### src/rtl/if_id_stage_pkg.sv
// Shared pipeline constants and types for the fetch-response / IF/ID stage.
// Holds the bubble encoding, stall-vector bit positions and the IF/ID update selector.
package if_id_stage_pkg;

   localparam logic [31:0] NOP_INSTR   = 32'h0000_0000;
   localparam int          IMEM_ADDR_W = 30;

   localparam int STALL_W   = 6;
   localparam int STALL_PC  = 0;
   localparam int STALL_IF  = 1;
   localparam int STALL_ID  = 2;
   localparam int STALL_EX  = 3;
   localparam int STALL_MEM = 4;
   localparam int STALL_WB  = 5;

   typedef struct packed {
      logic [31:0] pc;
      logic [31:0] instr;
   } fetch_entry_t;

   typedef enum logic [1:0] {
      IFID_HOLD   = 2'd0,
      IFID_BUBBLE = 2'd1,
      IFID_LOAD   = 2'd2
   } ifid_op_t;

   // Decode must never see a response while IF/ID is held, and a bubble always
   // wins over a response when the IF side is stalled or the path is wrong.
   function automatic ifid_op_t ifid_select(input logic [STALL_W-1:0] stall,
                                            input logic flush,
                                            input logic resp_valid);
      ifid_op_t op;
      if (stall[STALL_IF] && stall[STALL_ID])
         op = IFID_HOLD;
      else if (stall[STALL_IF] || flush || !resp_valid)
         op = IFID_BUBBLE;
      else
         op = IFID_LOAD;
      return op;
   endfunction

endpackage

### src/rtl/if_id_stage_if.sv
// Instruction-memory read bus between the fetch stage (master) and a
// synchronous single-cycle-latency instruction memory (slave).
interface if_id_stage_if #(
   parameter int IMEM_AW = if_id_stage_pkg::IMEM_ADDR_W
);
   logic [IMEM_AW-1:0] imemAddress;
   logic               imemReadEnable;
   logic [31:0]        imemData;

   modport master (
      output imemAddress,
      output imemReadEnable,
      input  imemData
   );

   modport slave (
      input  imemAddress,
      input  imemReadEnable,
      output imemData
   );
endinterface

### src/rtl/if_id_stage_fetch_skid_buf.sv
// One-entry skid register that parks a fetch response arriving while IF/ID
// cannot accept it; flush discards the parked entry.
module if_id_stage_fetch_skid_buf
   import if_id_stage_pkg::*;
(
   input  logic         clk,
   input  logic         reset,
   input  logic         flush,
   input  logic         capture,
   input  logic         drain,
   input  fetch_entry_t din,
   output logic         valid,
   output fetch_entry_t dout
);

   logic         valid_reg;
   fetch_entry_t entry_reg;

   always_ff @(posedge clk or posedge reset) begin
      if (reset) begin
         valid_reg <= 1'b0;
         entry_reg <= '0;
      end else if (flush) begin
         valid_reg <= 1'b0;
      end else if (capture) begin
         valid_reg <= 1'b1;
         entry_reg <= din;
      end else if (drain) begin
         valid_reg <= 1'b0;
      end
   end

   assign valid = valid_reg;
   assign dout  = entry_reg;

endmodule

### src/rtl/if_id_stage.sv
// Fetch issue, response capture and IF/ID pipeline register. A response that
// meets an IF/ID stall is parked in the skid buffer and replayed in order.
module if_id_stage
   import if_id_stage_pkg::*;
#(
   parameter logic [31:0] NOP     = NOP_INSTR,
   parameter int          IMEM_AW = IMEM_ADDR_W
) (
   input  logic               clk,
   input  logic               reset,
   input  logic [31:0]        pc,
   input  logic               instructionEnable,
   input  logic [STALL_W-1:0] stall,
   input  logic               flush,
   if_id_stage_if.master      imem,
   output logic [31:0]        id_pc,
   output logic [31:0]        id_instruction,
   output logic               id_valid
);

   logic         read_en;
   logic         req_valid_reg;
   logic [31:0]  req_pc_reg;
   logic         skid_valid;
   fetch_entry_t skid_entry;
   fetch_entry_t req_entry;
   fetch_entry_t resp_entry;
   logic         resp_valid;
   logic         skid_capture;
   logic         skid_drain;
   ifid_op_t     ifid_op;

   logic [31:0]  id_pc_reg, id_pc_next;
   logic [31:0]  id_instr_reg, id_instr_next;
   logic         id_valid_reg, id_valid_next;

   // Reset is folded in so no strobe escapes while the pipeline is held in reset.
   assign read_en             = instructionEnable & ~stall[STALL_PC] & ~flush & ~reset;
   assign imem.imemReadEnable = read_en;
   assign imem.imemAddress    = pc[IMEM_AW+1:2];

   always_ff @(posedge clk or posedge reset) begin
      if (reset) begin
         req_valid_reg <= 1'b0;
         req_pc_reg    <= '0;
      end else begin
         req_valid_reg <= read_en;
         req_pc_reg    <= pc;
      end
   end

   assign req_entry  = '{pc: req_pc_reg, instr: imem.imemData};
   assign resp_valid = skid_valid | req_valid_reg;
   assign resp_entry = skid_valid ? skid_entry : req_entry;
   assign ifid_op    = ifid_select(stall, flush, resp_valid);

   assign skid_capture = req_valid_reg & ~skid_valid & stall[STALL_IF];
   assign skid_drain   = skid_valid & (ifid_op == IFID_LOAD);

   if_id_stage_fetch_skid_buf u_skid (
      .clk     (clk),
      .reset   (reset),
      .flush   (flush),
      .capture (skid_capture),
      .drain   (skid_drain),
      .din     (req_entry),
      .valid   (skid_valid),
      .dout    (skid_entry)
   );

   // A bubble keeps the old PC so decode-side exception logic still sees a sane value.
   always_comb begin
      id_pc_next    = id_pc_reg;
      id_instr_next = id_instr_reg;
      id_valid_next = id_valid_reg;
      case (ifid_op)
         IFID_LOAD: begin
            id_pc_next    = resp_entry.pc;
            id_instr_next = resp_entry.instr;
            id_valid_next = 1'b1;
         end
         IFID_BUBBLE: begin
            id_instr_next = NOP;
            id_valid_next = 1'b0;
         end
         default: ;
      endcase
   end

   always_ff @(posedge clk or posedge reset) begin
      if (reset) begin
         id_pc_reg    <= '0;
         id_instr_reg <= NOP;
         id_valid_reg <= 1'b0;
      end else begin
         id_pc_reg    <= id_pc_next;
         id_instr_reg <= id_instr_next;
         id_valid_reg <= id_valid_next;
      end
   end

   assign id_pc          = id_pc_reg;
   assign id_instruction = id_instr_reg;
   assign id_valid       = id_valid_reg;

   // pc[1:0] and the downstream stall bits are intentionally not consumed here.
   logic unused_bits;
   assign unused_bits = ^{pc[1:0], stall[STALL_WB:STALL_EX]};

   // A single skid entry suffices only if IF is stalled whenever IF/ID is.
   a_skid_overflow : assert property (@(posedge clk) disable iff (reset)
      !(req_valid_reg && skid_valid && stall[STALL_IF]));
   a_stall_monotonic : assert property (@(posedge clk) disable iff (reset)
      !(stall[STALL_IF] && !stall[STALL_PC]));

endmodule
### src/flat_wrapper.sv
// flat-port wrapper written by rule: the top's interface ports become plain ports
module if_id_stage_flat import if_id_stage_pkg::*;
#(
   parameter logic [31:0] NOP     = NOP_INSTR,
   parameter int          IMEM_AW = IMEM_ADDR_W
)
  (clk, reset, pc, instructionEnable, stall, flush, id_pc, id_instruction, id_valid, imem_imemAddress, imem_imemReadEnable, imem_imemData);
  if_id_stage_if #(.IMEM_AW(IMEM_AW)) imem_i ();
  input  logic clk;
  input  logic reset;
  input  logic [31:0] pc;
  input  logic instructionEnable;
  input  logic [STALL_W-1:0] stall;
  input  logic flush;
  output logic [31:0] id_pc;
  output logic [31:0] id_instruction;
  output logic id_valid;
  output wire logic [$bits(imem_i.imemAddress)-1:0] imem_imemAddress;
  output wire logic [$bits(imem_i.imemReadEnable)-1:0] imem_imemReadEnable;
  input wire logic [$bits(imem_i.imemData)-1:0] imem_imemData;
  assign imem_imemAddress = imem_i.imemAddress;
  assign imem_imemReadEnable = imem_i.imemReadEnable;
  assign imem_i.imemData = imem_imemData;
  if_id_stage #(.NOP(NOP), .IMEM_AW(IMEM_AW)) u_core (.clk(clk), .reset(reset), .pc(pc), .instructionEnable(instructionEnable), .stall(stall), .flush(flush), .imem(imem_i), .id_pc(id_pc), .id_instruction(id_instruction), .id_valid(id_valid));
endmodule
### config.mk
export PLATFORM = sky130hd
export DESIGN_NAME = if_id_stage_flat
export DESIGN_NICKNAME = d
export VERILOG_FILES = /design/src/rtl/if_id_stage_pkg.sv /design/src/rtl/if_id_stage_if.sv /design/src/rtl/if_id_stage_fetch_skid_buf.sv /design/src/rtl/if_id_stage.sv /design/src/flat_wrapper.sv
export SDC_FILE = /design/constraint.sdc
export NUM_CORES = 1
export LEC_CHECK = 0
export CORE_AREA = 2 2 148 150
export CTS_CLUSTER_SIZE = 10
export DETAILED_ROUTE_END_ITERATION = 16
export DIE_AREA = 0 0 150 152
export GPL_ROUTABILITY_DRIVEN = 0
export HOLD_SLACK_MARGIN = 0.08
export PLACE_DENSITY = 0.59
export SLEW_MARGIN = 15
export SYNTH_ARGS = -nofsm -noshare
export SYNTH_HDL_FRONTEND = slang
export SYNTH_HIERARCHICAL = 1
export SYNTH_SLANG_ARGS = --single-unit
### constraint.sdc
create_clock -name clk -period 4.3 [get_ports clk]
set_input_delay 0.645 -clock clk [delete_from_list [all_inputs] [get_ports clk]]
set_output_delay 0.645 -clock clk [all_outputs]
set_load 0.05 [all_outputs]
# Word level (Yosys, flattened, before mapping)
# Index checks and enable logic that the tools add are counted.
word_totals:
  elab_cells: 36
  inputBits: 74
  regBits: 163
classes:
  bitwise: 11
  eq_ne: 2
  reduce_logical: 7
  n_mux: 8
ops:
  columns: ["cell", "count"]
  rows:
  - ["2-to-1 mux 64 bit", 1]
  - ["case mux 32 bit (2 select lines)", 1]
  - ["AND 1 bit", 6]
  - ["2-to-1 mux 2 bit", 2]
  - ["NOT 1 bit", 4]
  - ["2-to-1 mux 1 bit", 3]
  - ["nonzero test 3 bit", 1]
  - ["equality test 2 x 1 -> 1 bit, second input constant", 1]
  - ["equality test 2 bit, second input constant", 1]
  - ["logical OR 1 bit", 2]
  - ["case mux 1 bit (2 select lines)", 1]
  - ["AND reduction 2 bit", 1]
  - ["nonzero test 2 bit", 1]
  - ["logical AND 1 bit", 1]
  - ["zero test 1 bit", 1]
  - ["bitwise OR 1 bit", 1]

# Logic depth before layout (Yosys ltp)
# Gate-level depths: netlist (run 1).
depth:
  word_depth: 10
  mapped_depth: 8
  mapped_depth_nobuf: 4

# Cells and area by module
# The synthesis (run 1) kept the hierarchy.
by_module_without_submodules:
  columns: ["module", "cells_each", "seq_area_each_um2", "instances", "area_each_um2"]
  rows:
  - ["if_id_stage", 315, 2452.4, 1, 4176.5]
  - ["if_id_stage_fetch_skid_buf", 141, 1626.6, 1, 2745.1]

# Worst setup path after synthesis (run 1)
# OpenSTA, ideal clock, no wires.
synth_timing:
  kind: "in2out"
  startpoint: "input port flush"
  endpoint: "output port imem_imemReadEnable"
  slack_ns: 1.294
  required_time_ns: 3.655
  n_path_buf: 0
  stages: 1
  arrival_time_ns: 2.361
  cell_sequence: "nor4b_1"
synth_between:
  elab_chain_cells: 3
synth_rtl:
  columns: ["element", "line_no", "source"]
  rows:
  - ["start: declaration", "flat_wrapper.sv:14", "input logic flush;"]
  - ["NOT 1 bit (no line)", null, null]
  - ["AND 1 bit (2 in a row)", "if_id_stage.sv:38", "assign read_en = instructionEnable & ~stall[STALL_PC] & ~flush & ~reset;"]
  - ["end: declaration", "flat_wrapper.sv:19", "output wire logic [$bits(imem_i.imemReadEnable)-1:0] imem_imemReadEnable;"]
# Every way passes these cells.

# Worst setup path in the final report (run 1)
# Same ends and word-level chain as after synthesis.

==> summary.json, run 1 <==
{
  "die_height": {"value": 152, "unit": "microns"},
  "wl": {"value": 14400, "unit": "microns"},
  "clock_tree_from_tritoncts": {"value": "yes"},
  "buffer_ports.inserted": {"value": 166},
  "ys_async_sr_fraction": {"value": 100, "unit": "%"},
  "critical-path-top-cell-by-count": {"value": "clkdlybuf4s50_1"},
  "multiInputGateArea": {"value": 2350, "unit": "sq um"},
  "cts_max_path_buffers": {"value": 2},
  "timing.clock.skew": {"value": 6.12, "unit": "ps"},
  "finalSetupTns": {"value": 0, "unit": "ps"},
  "worstReg2RegStart": {"value": "u_core/u_skid/valid"},
  "internal_pwr_total": {"value": 3.27, "unit": "mW"},
  "drc": {"value": 0},
  "synth_top_area_share": {"value": 58.9, "unit": "%"},
  "final_hold_viol_count": {"value": 0},
  "outcome": {"value": "completed"},
  "fill_cells": {"value": 1991},
  "critical_path.reg2reg.endpoint": {"value": "u_core/id_pc[10]"},
  "fin_nets": {"value": 667},
  "worst_r2r_path_depth": {"value": 3},
  "layout.area.seq": {"value": 4080, "unit": "sq um"},
  "vias_per_cell": {"value": 4.50},
  "numCtsBuffers": {"value": 17},
  "cts_setup_buffers": {"value": 0},
  "worst_setup_startpoint": {"value": "flush"},
  "grt_antenna_before_repair": {"value": 0},
  "timing.critical_path.arrival": {"value": 2530, "unit": "ps"},
  "clock_power_share": {"value": 37.4, "unit": "%"},
  "cts.repair.resized": {"value": 0},
  "setup_ws_final": {"value": 1130, "unit": "ps"},
  "globalRouteTotalUtil": {"value": 13.3, "unit": "%"},
  "clkSlewWorstSetupHoldPaths": {"value": 60, "unit": "ps"},
  "power_per_cell_area": {"value": 493, "unit": "nW/um^2"},
  "mostFrequentLayoutCells": {"value": "clkdlybuf4s50_1, dfrtp_1, mux2_4"},
  "synthesis.area_per_instance": {"value": 15.2, "unit": "sq um"},
  "timing.final.setup_violations": {"value": 0},
  "h_tree_level_count": {"value": 4},
  "slew_headroom": {"value": 38.6, "unit": "%"},
  "seq_area_frac_synth": {"value": 58.9, "unit": "%"},
  "crit_path_end_kind": {"value": "output pin"},
  "max_reg_flops": {"value": 64},
  "rows": {"value": 54},
  "most_common_cell_after_layout_fill_and_taps_aside": {"value": "clkdlybuf4s50_1"},
  "critical_path_max_stage_delay": {"value": 890, "unit": "ps"},
  "drv_cap": {"value": 0},
  "die-area": {"value": 22800, "unit": "sq um"},
  "setup.worst_path.class": {"value": "in -> out"},
  "synth_edf_count": {"value": 0},
  "path_delay_family": {"value": "buffers and inverters"},
  "comb_power_share": {"value": 21.3, "unit": "%"},
  "dpl_worst_slack": {"value": 1140, "unit": "ps"},
  "detailroute.via_count": {"value": 3982},
  "clock_tree.root_cell": {"value": "clkbuf_16"},
  "final_max_slew_viol_count": {"value": 0},
  "tritoncts_num_sinks": {"value": 163},
  "synthTopCellsByArea": {"value": "dfrtp_1, mux2_4, mux2_1, mux2_2, mux2i_1"},
  "synth_top_flop_cell": {"value": "dfrtp_1"},
  "critical_path.n_buffers_inverters": {"value": 2},
  "netlist_area": {"value": 6920, "unit": "sq um"},
  "drt_first_pass_iters": {"value": 4},
  "startpoint_type": {"value": "primary input"},
  "initial_core_util": {"value": 32.4, "unit": "%"},
  "cts_hold_repair.buffers": {"value": 0},
  "r2r_setup_slack": {"value": 2050, "unit": "ps"},
  "wl_per_cell": {"value": 16.3, "unit": "microns"},
  "cp_max_fo": {"value": 4},
  "vdd_drop_max": {"value": 0.000219, "unit": "V"},
  "grt_pass1_vias": {"value": 4396},
  "total_leakage_power": {"value": 3.92, "unit": "nW"},
  "synthToLayoutAreaGrowth": {"value": 32.8, "unit": "%"},
  "timing.fmax": {"value": 315, "unit": "MHz"},
  "synth_seq_cells": {"value": 163},
  "holdCritPathClass": {"value": "reg -> reg"},
  "largest_net_degree_at_the_start_of_global_routing": {"value": 85},
  "synth_fp_nets": {"value": 530},
  "setup.worst_path.end": {"value": "imem_imemReadEnable"},
  "slowest_cell_on_the_critical_path": {"value": "clkdlybuf4s50_1"},
  "post_route_cells_drive_above_1_share": {"value": 22.3, "unit": "%"},
  "die_width": {"value": 150, "unit": "microns"},
  "io-pin-count": {"value": 170},
  "design.core.area": {"value": 21400, "unit": "sq um"},
  "grt_overflow_total": {"value": 0},
  "final_antenna_net_count": {"value": 0},
  "num_antenna_cells": {"value": 0},
  "synthesized_instance_count": {"value": 456},
  "grt_setup_unrepaired": {"value": "no"},
  "drt-initial-drc-count": {"value": 82},
  "grt_pass1_wl": {"value": 23700, "unit": "microns"},
  "switching_component_of_the_power": {"value": 1.26, "unit": "mW"},
  "place_hpwl": {"value": 8760, "unit": "microns"},
  "transition_time_at_the_pin_with_the_least_slew_margin": {"value": 919, "unit": "ps"},
  "yosysUniqueCellTypes": {"value": 20},
  "ys.warnings.count": {"value": 6},
  "post-route-period-util": {"value": 73.8, "unit": "%"},
  "clock_latency": {"value": 410, "unit": "ps"},
  "power_frac_seq": {"value": 41.2, "unit": "%"},
  "synth_largest_area_cell": {"value": "dfrtp_1"},
  "critical_path.cell_chain": {"value": "clkdlybuf4s50_1, nor4b_1, clkdlybuf4s50_1"},
  "critical_path_required": {"value": 3650, "unit": "ps"},
  "swShare": {"value": 27.9, "unit": "%"},
  "min_period": {"value": 3170, "unit": "ps"},
  "crit_path_depth": {"value": 3}
}
cells by family (layout without fill, tap and decap cells):
group,after synthesis,count (layout),share of synthesized area [%]
compound gates,34,34,2.46
mux,160,160,28.7
flops,163,163,58.9
simple gates,41,41,2.62
buf+inv,58,207,7.28
power by group through the flow:
| stage | Combinational, mW | Clock [mW] | Sequential (mW) |
|---|---|---|---|
| 2_1_floorplan | 0.372 | 0 | 2.16 |
| 3_3_place_gp | 0.963 | 0 | 1.89 |
| 3_5_place_dp | 0.974 | 0 | 1.90 |
| 4_1_cts | 0.980 | 1.75 | 1.87 |
| 5_1_grt | 1.02 | 1.83 | 1.90 |
| 6_report | 0.968 | 1.70 | 1.87 |
worst min path at each step:
stage                                    startpoint                   endpoint  cells after the start
after floorplan                u_core/req_pc_reg[0]     u_core/u_skid/dout[32]                      1
after global placement    u_core/id_instruction[17]  u_core/id_instruction[17]                      2
after detailed placement            u_core/id_valid            u_core/id_valid                      2
after CTS                           u_core/id_valid            u_core/id_valid                      2
after global routing      u_core/id_instruction[17]  u_core/id_instruction[17]                      2
final                      u_core/id_instruction[6]   u_core/id_instruction[6]                      2
synthesized netlist by cell type, drive strengths merged (2+ instances only):
library cell  count
clkbuf            7
dfrtp           163
nand2            34
and2              2
inv               3
o21ai            33
mux2            128
mux2i            32
buf              48
per-layer routing:
metal	vias up	track usage [%]	share of wire, %
li1	1813	-	-
met3	9	2.82	4.8
met1	2037	18.7	49
met4	0	4.18	0.93
met2	123	20.5	45
met5	-	0	0
per-stage QoR:
stage	utilization (%)	cells	total power [mW]	hold WS, ps	cell area, sq um
finish	43.0	885	4.53	480	9190
global placement	39.9	854	2.85	466	8520
global route	43.0	885	4.74	509	9190
CTS	43.0	885	4.60	487	9190
detailed placement	39.9	854	2.87	471	8520
floorplan	-	456	2.54	474	6920
final cells by class:
| class | instances | area share [%] |
|---|---|---|
| Clock buffer | 20 | 5.08 |
| Clock inverter | 11 | 2.15 |
| Inverter | 3 | 0.191 |
| Multi-Input combinational cell | 235 | 25.6 |
| Sequential cell | 163 | 44.4 |
| Tap cell | 280 | 3.81 |
| Timing Repair Buffer | 173 | 18.8 |
tightest hold or removal path: stages (launching register included):
cell and delay, ps:
dfrtp_1 340, nand2_1 50, o21ai_1 60
Note: power is estimated with default switching activity, not from simulation.
==> inputs of run 2 (changes only) <==
Settings changed: PLACE_DENSITY 0.59 to 0.61.
Clock period 4.3 ns to 2.7 ns, I/O delays scaled along.
==> run 2 against run 1 <==
Against the previous run:
- register-to-register slack got worse by 1300 ps
- final cell count increased by 0.34%
- die area did not move
- core utilization increased by 0.14 points
- setup slack got worse by 720 ps
- critical path type unchanged
- critical endpoint unchanged
- largest cell class unchanged
- highest routed layer unchanged
==> summary.json, run 2 (same netlist as run 1, synthesis figures left out) <==
{
  "critical_path_required": {"value": 2300, "unit": "ps", "change": "-1350 ps"},
  "most_common_cell_after_layout_fill_and_taps_aside": {"value": "clkdlybuf4s50_1"},
  "globalRouteTotalUtil": {"value": 13.1, "unit": "%", "change": "-0.21 points"},
  "final_hold_viol_count": {"value": 0, "change": "unchanged"},
  "min_period": {"value": 2290, "unit": "ps"},
  "power_per_cell_area": {"value": 769, "unit": "nW/um^2", "change": "+56%"},
  "cts_max_path_buffers": {"value": 2, "change": "unchanged"},
  "cts.repair.resized": {"value": 0, "change": "unchanged"},
  "synthToLayoutAreaGrowth": {"value": 33.2, "unit": "%"},
  "place_hpwl": {"value": 8620, "unit": "microns", "change": "-1.6%"},
  "cts_setup_buffers": {"value": 0, "change": "unchanged"},
  "setup.worst_path.class": {"value": "in -> out"},
  "timing.critical_path.arrival": {"value": 1890, "unit": "ps", "change": "-640 ps"},
  "final_antenna_net_count": {"value": 0, "change": "unchanged"},
  "post_route_cells_drive_above_1_share": {"value": 22.9, "unit": "%", "change": "+0.55 points"},
  "top_usage_layer": {"value": "met2"},
  "clock_tree_from_tritoncts": {"value": "yes"},
  "die_width": {"value": 150, "unit": "microns", "change": "unchanged"},
  "largest_net_degree_at_the_start_of_global_routing": {"value": 99, "change": "+16%"},
  "met1_usage": {"value": 18.1, "unit": "%", "change": "-0.53 points"},
  "final_util": {"value": 43.2, "unit": "%", "change": "+0.14 points"},
  "cp_max_fo": {"value": 4, "change": "unchanged"},
  "initial_core_util": {"value": 32.4, "unit": "%", "change": "unchanged"},
  "wl": {"value": 14100, "unit": "microns", "change": "-2.0%"},
  "die-area": {"value": 22800, "unit": "sq um", "change": "unchanged"},
  "comb_power_share": {"value": 21.9, "unit": "%", "change": "+0.6 points"},
  "critical_path_max_stage_delay": {"value": 630, "unit": "ps", "change": "-260 ps"},
  "transition_time_at_the_pin_with_the_least_slew_margin": {"value": 609, "unit": "ps", "change": "-311 ps"},
  "cts_hold_repair.buffers": {"value": 0, "change": "unchanged"},
  "clock_tree.root_cell": {"value": "clkbuf_16"},
  "power_frac_seq": {"value": 41.9, "unit": "%", "change": "+0.7 points"},
  "num_antenna_cells": {"value": 0, "change": "unchanged"},
  "path_delay_family": {"value": "buffers and inverters"},
  "timing.clock.skew": {"value": 8.14, "unit": "ps", "change": "+2.02 ps"},
  "min_from": {"value": "pc[20]"},
  "critical_path.n_buffers_inverters": {"value": 2, "change": "unchanged"},
  "vdd_drop_max": {"value": 0.000481, "unit": "V", "change": "+120%"},
  "timing.final.setup_violations": {"value": 0, "change": "unchanged"},
  "fin_nets": {"value": 669, "change": "+0.30%"},
  "critical_path.cell_chain": {"value": "clkdlybuf4s50_1, nor4b_1, buf_4"},
  "wl_per_cell": {"value": 15.9, "unit": "microns", "change": "-2.3%"},
  "dpl_worst_slack": {"value": 441, "unit": "ps", "change": "-695 ps"},
  "drt_first_pass_iters": {"value": 4, "change": "unchanged"},
  "worstReg2RegStart": {"value": "u_core/u_skid/valid"},
  "clock_power_share": {"value": 36.2, "unit": "%", "change": "-1.2 points"},
  "crit_path_depth": {"value": 3, "change": "unchanged"},
  "critical_path.reg2reg.endpoint": {"value": "u_core/u_skid/dout[22]"},
  "drv_cap": {"value": 0, "change": "unchanged"},
  "slowest_cell_on_the_critical_path": {"value": "nor4b_1"},
  "numCtsBuffers": {"value": 17, "change": "unchanged"},
  "holdCritPathClass": {"value": "in -> reg"},
  "io-pin-count": {"value": 170, "change": "unchanged"},
  "holdPathEnd": {"value": "u_core/req_pc_reg[20]"},
  "timing.fmax": {"value": 436, "unit": "MHz"},
  "total_leakage_power": {"value": 3.94, "unit": "nW", "change": "+0.32%"},
  "worst_r2r_path_depth": {"value": 4, "change": "+1"},
  "grt_pass1_wl": {"value": 23300, "unit": "microns", "change": "-1.4%"},
  "mostFrequentLayoutCells": {"value": "clkdlybuf4s50_1, dfrtp_1, mux2_4"},
  "grt_util_met2": {"value": 20.4, "unit": "%", "change": "-0.043 points"},
  "detailroute.via_count": {"value": 3973, "change": "-0.23%"},
  "fin_hold_ws": {"value": 461, "unit": "ps", "change": "-19.5 ps"},
  "slew_headroom": {"value": 58.9, "unit": "%", "change": "+20 points"},
  "r2r_setup_slack": {"value": 760, "unit": "ps", "change": "-1290 ps"},
  "startpoint_type": {"value": "primary input"},
  "max_reg_flops": {"value": 64, "change": "unchanged"},
  "rows": {"value": 54, "change": "unchanged"},
  "buffer_ports.inserted": {"value": 166, "change": "unchanged"},
  "clkSlewWorstSetupHoldPaths": {"value": 70, "unit": "ps", "change": "about the same"},
  "grt_antenna_before_repair": {"value": 0, "change": "unchanged"},
  "die_height": {"value": 152, "unit": "microns", "change": "unchanged"},
  "grt_setup_unrepaired": {"value": "no"},
  "drt-initial-drc-count": {"value": 99, "change": "+21%"},
  "hold_depth": {"value": 1, "change": "-1"},
  "internal_pwr_total": {"value": 5.04, "unit": "mW", "change": "+54%"},
  "swShare": {"value": 28.9, "unit": "%", "change": "+1.0 points"},
  "gr-usage-met3": {"value": 3.24, "unit": "%", "change": "+0.42 points"},
  "post-route-period-util": {"value": 84.9, "unit": "%"},
  "vias_per_cell": {"value": 4.47, "change": "-0.56%"},
  "setup_ws_final": {"value": 407, "unit": "ps", "change": "-719 ps"},
  "grt_pass1_vias": {"value": 4363, "change": "-0.75%"},
  "switching_component_of_the_power": {"value": 2.05, "unit": "mW", "change": "+62%"},
  "design.core.area": {"value": 21400, "unit": "sq um", "change": "unchanged"},
  "finalSetupTns": {"value": 0, "unit": "ps", "change": "unchanged"},
  "clock_latency": {"value": 410, "unit": "ps", "change": "about the same"},
  "drc": {"value": 0, "change": "unchanged"},
  "crit_path_end_kind": {"value": "output pin"},
  "outcome": {"value": "completed"},
  "final_max_slew_viol_count": {"value": 0, "change": "unchanged"},
  "grt_overflow_total": {"value": 0, "change": "unchanged"},
  "h_tree_level_count": {"value": 4, "change": "unchanged"},
  "tritoncts_num_sinks": {"value": 163, "change": "unchanged"}
}
-- run 2: cell type report --
type | count | area (sq um)
repair buffers | 175 | 1790
well taps | 280 | 350
clock buffers | 20 | 467
flip-flops and latches | 163 | 4080
fillers | 1952 | 12100
clock inverters | 12 | 166
inverters | 3 | 16.3
multi-input cells | 235 | 2350
-- run 2: worst max path at each step --
| stage | slack [ps] | endpoint | from |
|---|---|---|---|
| finish | 410 | imem_imemReadEnable | flush |
| floorplan | 170 | imem_imemReadEnable | flush |
| detailed placement | 440 | imem_imemReadEnable | flush |
| global route | 360 | imem_imemReadEnable | flush |
| CTS | 410 | imem_imemReadEnable | flush |
| global placement | 490 | u_core/u_skid/dout[21] | stall[1] |
-- run 2: layer usage --
layer  wire, microns  vias up
li1                -     1830
met1            6710     2036
met2            6600      102
met3             699        5
met4             102        0
met5               0        -
-- run 2: power by group through the flow --
stage               clock network, mW  logic (mW)  registers (mW)
floorplan                           0       0.593            3.45
global placement                    0        1.55            3.01
detailed placement                  0        1.57            3.01
CTS                              2.66        1.57            2.98
global route                     2.77        1.63            3.02
finish                           2.56        1.55            2.97
-- run 2: through the flow --
step	area, sq um	instances	total power [mW]
6_report	9220	888	7.09
3_3_place_gp	8590	856	4.55
3_5_place_dp	8590	856	4.58
2_1_floorplan	6930	456	4.04
4_1_cts	9220	888	7.21
5_1_grt	9220	888	7.42
-- run 2: worst register-to-register path, stage by stage, from the launching register on --
cell and delay (ps):
dfrtp_4 590, and3b_1 270, nor2b_4 180, buf_12 380
mux2_2 410
==> inputs of run 3 (changes only) <==
Settings changed: PLACE_DENSITY 0.61 to 0.59.
Clock period 2.7 ns to 2.2 ns, I/O delays scaled along.
==> run 3 against run 2 <==
Against the previous run:
- global-route usage barely moved
- sequential power grew 23%
- die area unchanged
- setup slack lost 160 ps
- routed wire length up 0.55%
- sequential cell count unchanged
- via count is 0.35% lower
- core utilization is 0.12 points lower
- critical path type is now reg -> out
- critical endpoint is now id_pc[0]
- highest routed layer unchanged
==> summary.json, run 3 (same netlist as run 1, synthesis figures left out) <==
{
  "post-route-period-util": {"value": 88.9, "unit": "%"},
  "mostFrequentLayoutCells": {"value": "dfrtp_1, clkdlybuf4s50_1, mux2_4"},
  "cts_hold_repair.buffers": {"value": 0, "change": "unchanged"},
  "topRoutingLayerUsed": {"value": "met4"},
  "fill_cells": {"value": 1954, "change": "+0.10%"},
  "tritoncts_num_sinks": {"value": 163, "change": "unchanged"},
  "cts_max_path_buffers": {"value": 2, "change": "unchanged"},
  "cts_setup_buffers": {"value": 0, "change": "unchanged"},
  "total_leakage_power": {"value": 3.99, "unit": "nW", "change": "+1.3%"},
  "r2r_setup_slack": {"value": 450, "unit": "ps", "change": "-310 ps"},
  "grt_overflow_total": {"value": 0, "change": "unchanged"},
  "final_hold_viol_count": {"value": 0, "change": "unchanged"},
  "worstReg2RegStart": {"value": "u_core/u_skid/valid"},
  "critical_path.n_buffers_inverters": {"value": 1, "change": "-1"},
  "clock_tree.root_cell": {"value": "clkbuf_16"},
  "hold_depth": {"value": 1, "change": "unchanged"},
  "setup_ws_final": {"value": 243, "unit": "ps", "change": "-164 ps"},
  "vdd_drop_max": {"value": 0.000462, "unit": "V", "change": "-4.1%"},
  "worst_r2r_path_depth": {"value": 4, "change": "unchanged"},
  "grt_setup_unrepaired": {"value": "no"},
  "vias_per_cell": {"value": 4.44, "change": "-0.80%"},
  "cp_max_fo": {"value": 2, "change": "-2"},
  "h_tree_level_count": {"value": 4, "change": "unchanged"},
  "critical_path.cell_chain": {"value": "clkdlybuf4s50_1"},
  "min_from": {"value": "pc[30]"},
  "fin_hold_ws": {"value": 377, "unit": "ps", "change": "-84.3 ps"},
  "slew_headroom": {"value": 58.0, "unit": "%", "change": "-0.82 points"},
  "largest_net_degree_at_the_start_of_global_routing": {"value": 53, "change": "-46%"},
  "holdPathEnd": {"value": "u_core/req_pc_reg[30]"},
  "most_common_cell_after_layout_fill_and_taps_aside": {"value": "dfrtp_1"},
  "fin_nets": {"value": 675, "change": "+0.90%"},
  "setup.worst_path.class": {"value": "reg -> out"},
  "wl": {"value": 14200, "unit": "microns", "change": "+0.55%"},
  "clkSlewWorstSetupHoldPaths": {"value": 60, "unit": "ps", "change": "about the same"},
  "num_antenna_cells": {"value": 0, "change": "unchanged"},
  "critical_path.reg2reg.endpoint": {"value": "u_core/u_skid/dout[21]"},
  "globalRouteTotalUtil": {"value": 13.0, "unit": "%", "change": "-0.038 points"},
  "die_width": {"value": 150, "unit": "microns", "change": "unchanged"},
  "grt_antenna_before_repair": {"value": 0, "change": "unchanged"},
  "drt_first_pass_iters": {"value": 4, "change": "unchanged"},
  "numCtsBuffers": {"value": 17, "change": "unchanged"},
  "initial_core_util": {"value": 32.4, "unit": "%", "change": "unchanged"},
  "drc": {"value": 0, "change": "unchanged"},
  "synthToLayoutAreaGrowth": {"value": 32.8, "unit": "%"},
  "wl_met1": {"value": 7090, "unit": "microns", "change": "+5.6%"},
  "startpoint_type": {"value": "flip-flop"},
  "max_reg_flops": {"value": 64, "change": "unchanged"},
  "dpl_worst_slack": {"value": 115, "unit": "ps", "change": "-327 ps"},
  "worst_setup_startpoint": {"value": "u_core/id_pc[0]"},
  "min_period": {"value": 1960, "unit": "ps"},
  "timing.critical_path.arrival": {"value": 1630, "unit": "ps", "change": "-260 ps"},
  "crit_path_end_kind": {"value": "output pin"},
  "dr_wl_met3": {"value": 737, "unit": "microns", "change": "+5.4%"},
  "buffer_ports.inserted": {"value": 166, "change": "unchanged"},
  "final_max_slew_viol_count": {"value": 0, "change": "unchanged"},
  "clock_tree_from_tritoncts": {"value": "yes"},
  "path_delay_family": {"value": "buffers and inverters"},
  "slowest_cell_on_the_critical_path": {"value": "clkdlybuf4s50_1"},
  "wl_per_cell": {"value": 15.9, "unit": "microns", "change": "about the same"},
  "die-area": {"value": 22800, "unit": "sq um", "change": "unchanged"},
  "totalPowerFinal": {"value": 8.49, "unit": "mW", "change": "+20%"},
  "power_per_cell_area": {"value": 924, "unit": "nW/um^2", "change": "+20%"},
  "cts.repair.resized": {"value": 0, "change": "unchanged"},
  "rows": {"value": 54, "change": "unchanged"},
  "drt-initial-drc-count": {"value": 137, "change": "+38%"},
  "timing.clock.skew": {"value": 18.1, "unit": "ps", "change": "+9.98 ps"},
  "design.core.area": {"value": 21400, "unit": "sq um", "change": "unchanged"},
  "met2WireLength": {"value": 6250, "unit": "microns", "change": "-5.3%"},
  "holdCritPathClass": {"value": "in -> reg"},
  "critical_path_required": {"value": 1870, "unit": "ps", "change": "-430 ps"},
  "grt_pass1_wl": {"value": 23100, "unit": "microns", "change": "-0.91%"},
  "timing.fmax": {"value": 511, "unit": "MHz"},
  "finalSetupTns": {"value": 0, "unit": "ps", "change": "unchanged"},
  "post_route_cells_drive_above_1_share": {"value": 28.1, "unit": "%", "change": "+5.2 points"},
  "timing.final.setup_violations": {"value": 0, "change": "unchanged"},
  "clock_latency": {"value": 420, "unit": "ps", "change": "about the same"},
  "final_antenna_net_count": {"value": 0, "change": "unchanged"},
  "place_hpwl": {"value": 9270, "unit": "microns", "change": "+7.5%"},
  "grt_pass1_vias": {"value": 4279, "change": "-1.9%"},
  "outcome": {"value": "completed"},
  "die_height": {"value": 152, "unit": "microns", "change": "unchanged"},
  "detailroute.via_count": {"value": 3959, "change": "-0.35%"},
  "critical_path_max_stage_delay": {"value": 820, "unit": "ps", "change": "+190 ps"},
  "transition_time_at_the_pin_with_the_least_slew_margin": {"value": 629, "unit": "ps", "change": "+20.8 ps"},
  "io-pin-count": {"value": 170, "change": "unchanged"},
  "drv_cap": {"value": 0, "change": "unchanged"}
}
## run 3: cell types whose count changed in the layout (fill, tap and decap cells not counted)
cell / delta
buf_4: +32
clkdlybuf4s50_1: -30
buf_12: +4
inv_6: -4
clkbuf_1: +2
clkbuf_8: -2
clkinv_2: +2
inv_2: +1
inv_8: -1
nor4b_1: -1
nor4b_2: +1
## run 3: worst max path at each step
stage                              to  slack, ps  cells past startpoint
2_1_floorplan   u_core/u_skid/dout[0]        240                      1
3_3_place_gp   u_core/u_skid/dout[22]        150                      5
3_5_place_dp   u_core/u_skid/dout[23]        110                      5
4_1_cts                      id_pc[1]        210                      1
5_1_grt                      id_pc[1]        190                      1
6_report                     id_pc[0]        240                      1
## run 3: report_power, final
| part | internal, mW | leakage [nW] | total [mW] | switching (mW) |
|---|---|---|---|---|
| sequential | 3.42 | 2.08 | 3.66 | 0.233 |
| combinational | 0.857 | 1.62 | 1.89 | 1.04 |
| clock | 1.80 | 0.285 | 2.95 | 1.15 |
## run 3: stage by stage
stage	instances	area (sq um)	utilization, %
after detailed placement	862	8610	40.3
final	892	9200	43.1
after global routing	892	9200	43.1
after global placement	862	8610	40.3
after floorplan	456	6930	-
after CTS	892	9200	43.1
## run 3: cell type report
class / instances / area (sq um) / share of cell area (%)
Clock buffer: 20 / 447 / 4.86
Clock inverter: 10 / 135 / 1.47
Inverter: 3 / 15.0 / 0.163
Multi-Input combinational cell: 235 / 2360 / 25.6
Sequential cell: 163 / 4080 / 44.4
Tap cell: 280 / 350 / 3.81
Timing Repair Buffer: 181 / 1810 / 19.7
## run 3: metal layers
metal | global-route usage, % | up-vias
li1 | - | 1843
met1 | 18.4 | 1985
met2 | 19.4 | 125
met3 | 3.69 | 6
met4 | 3.91 | 0
met5 | 0 | -
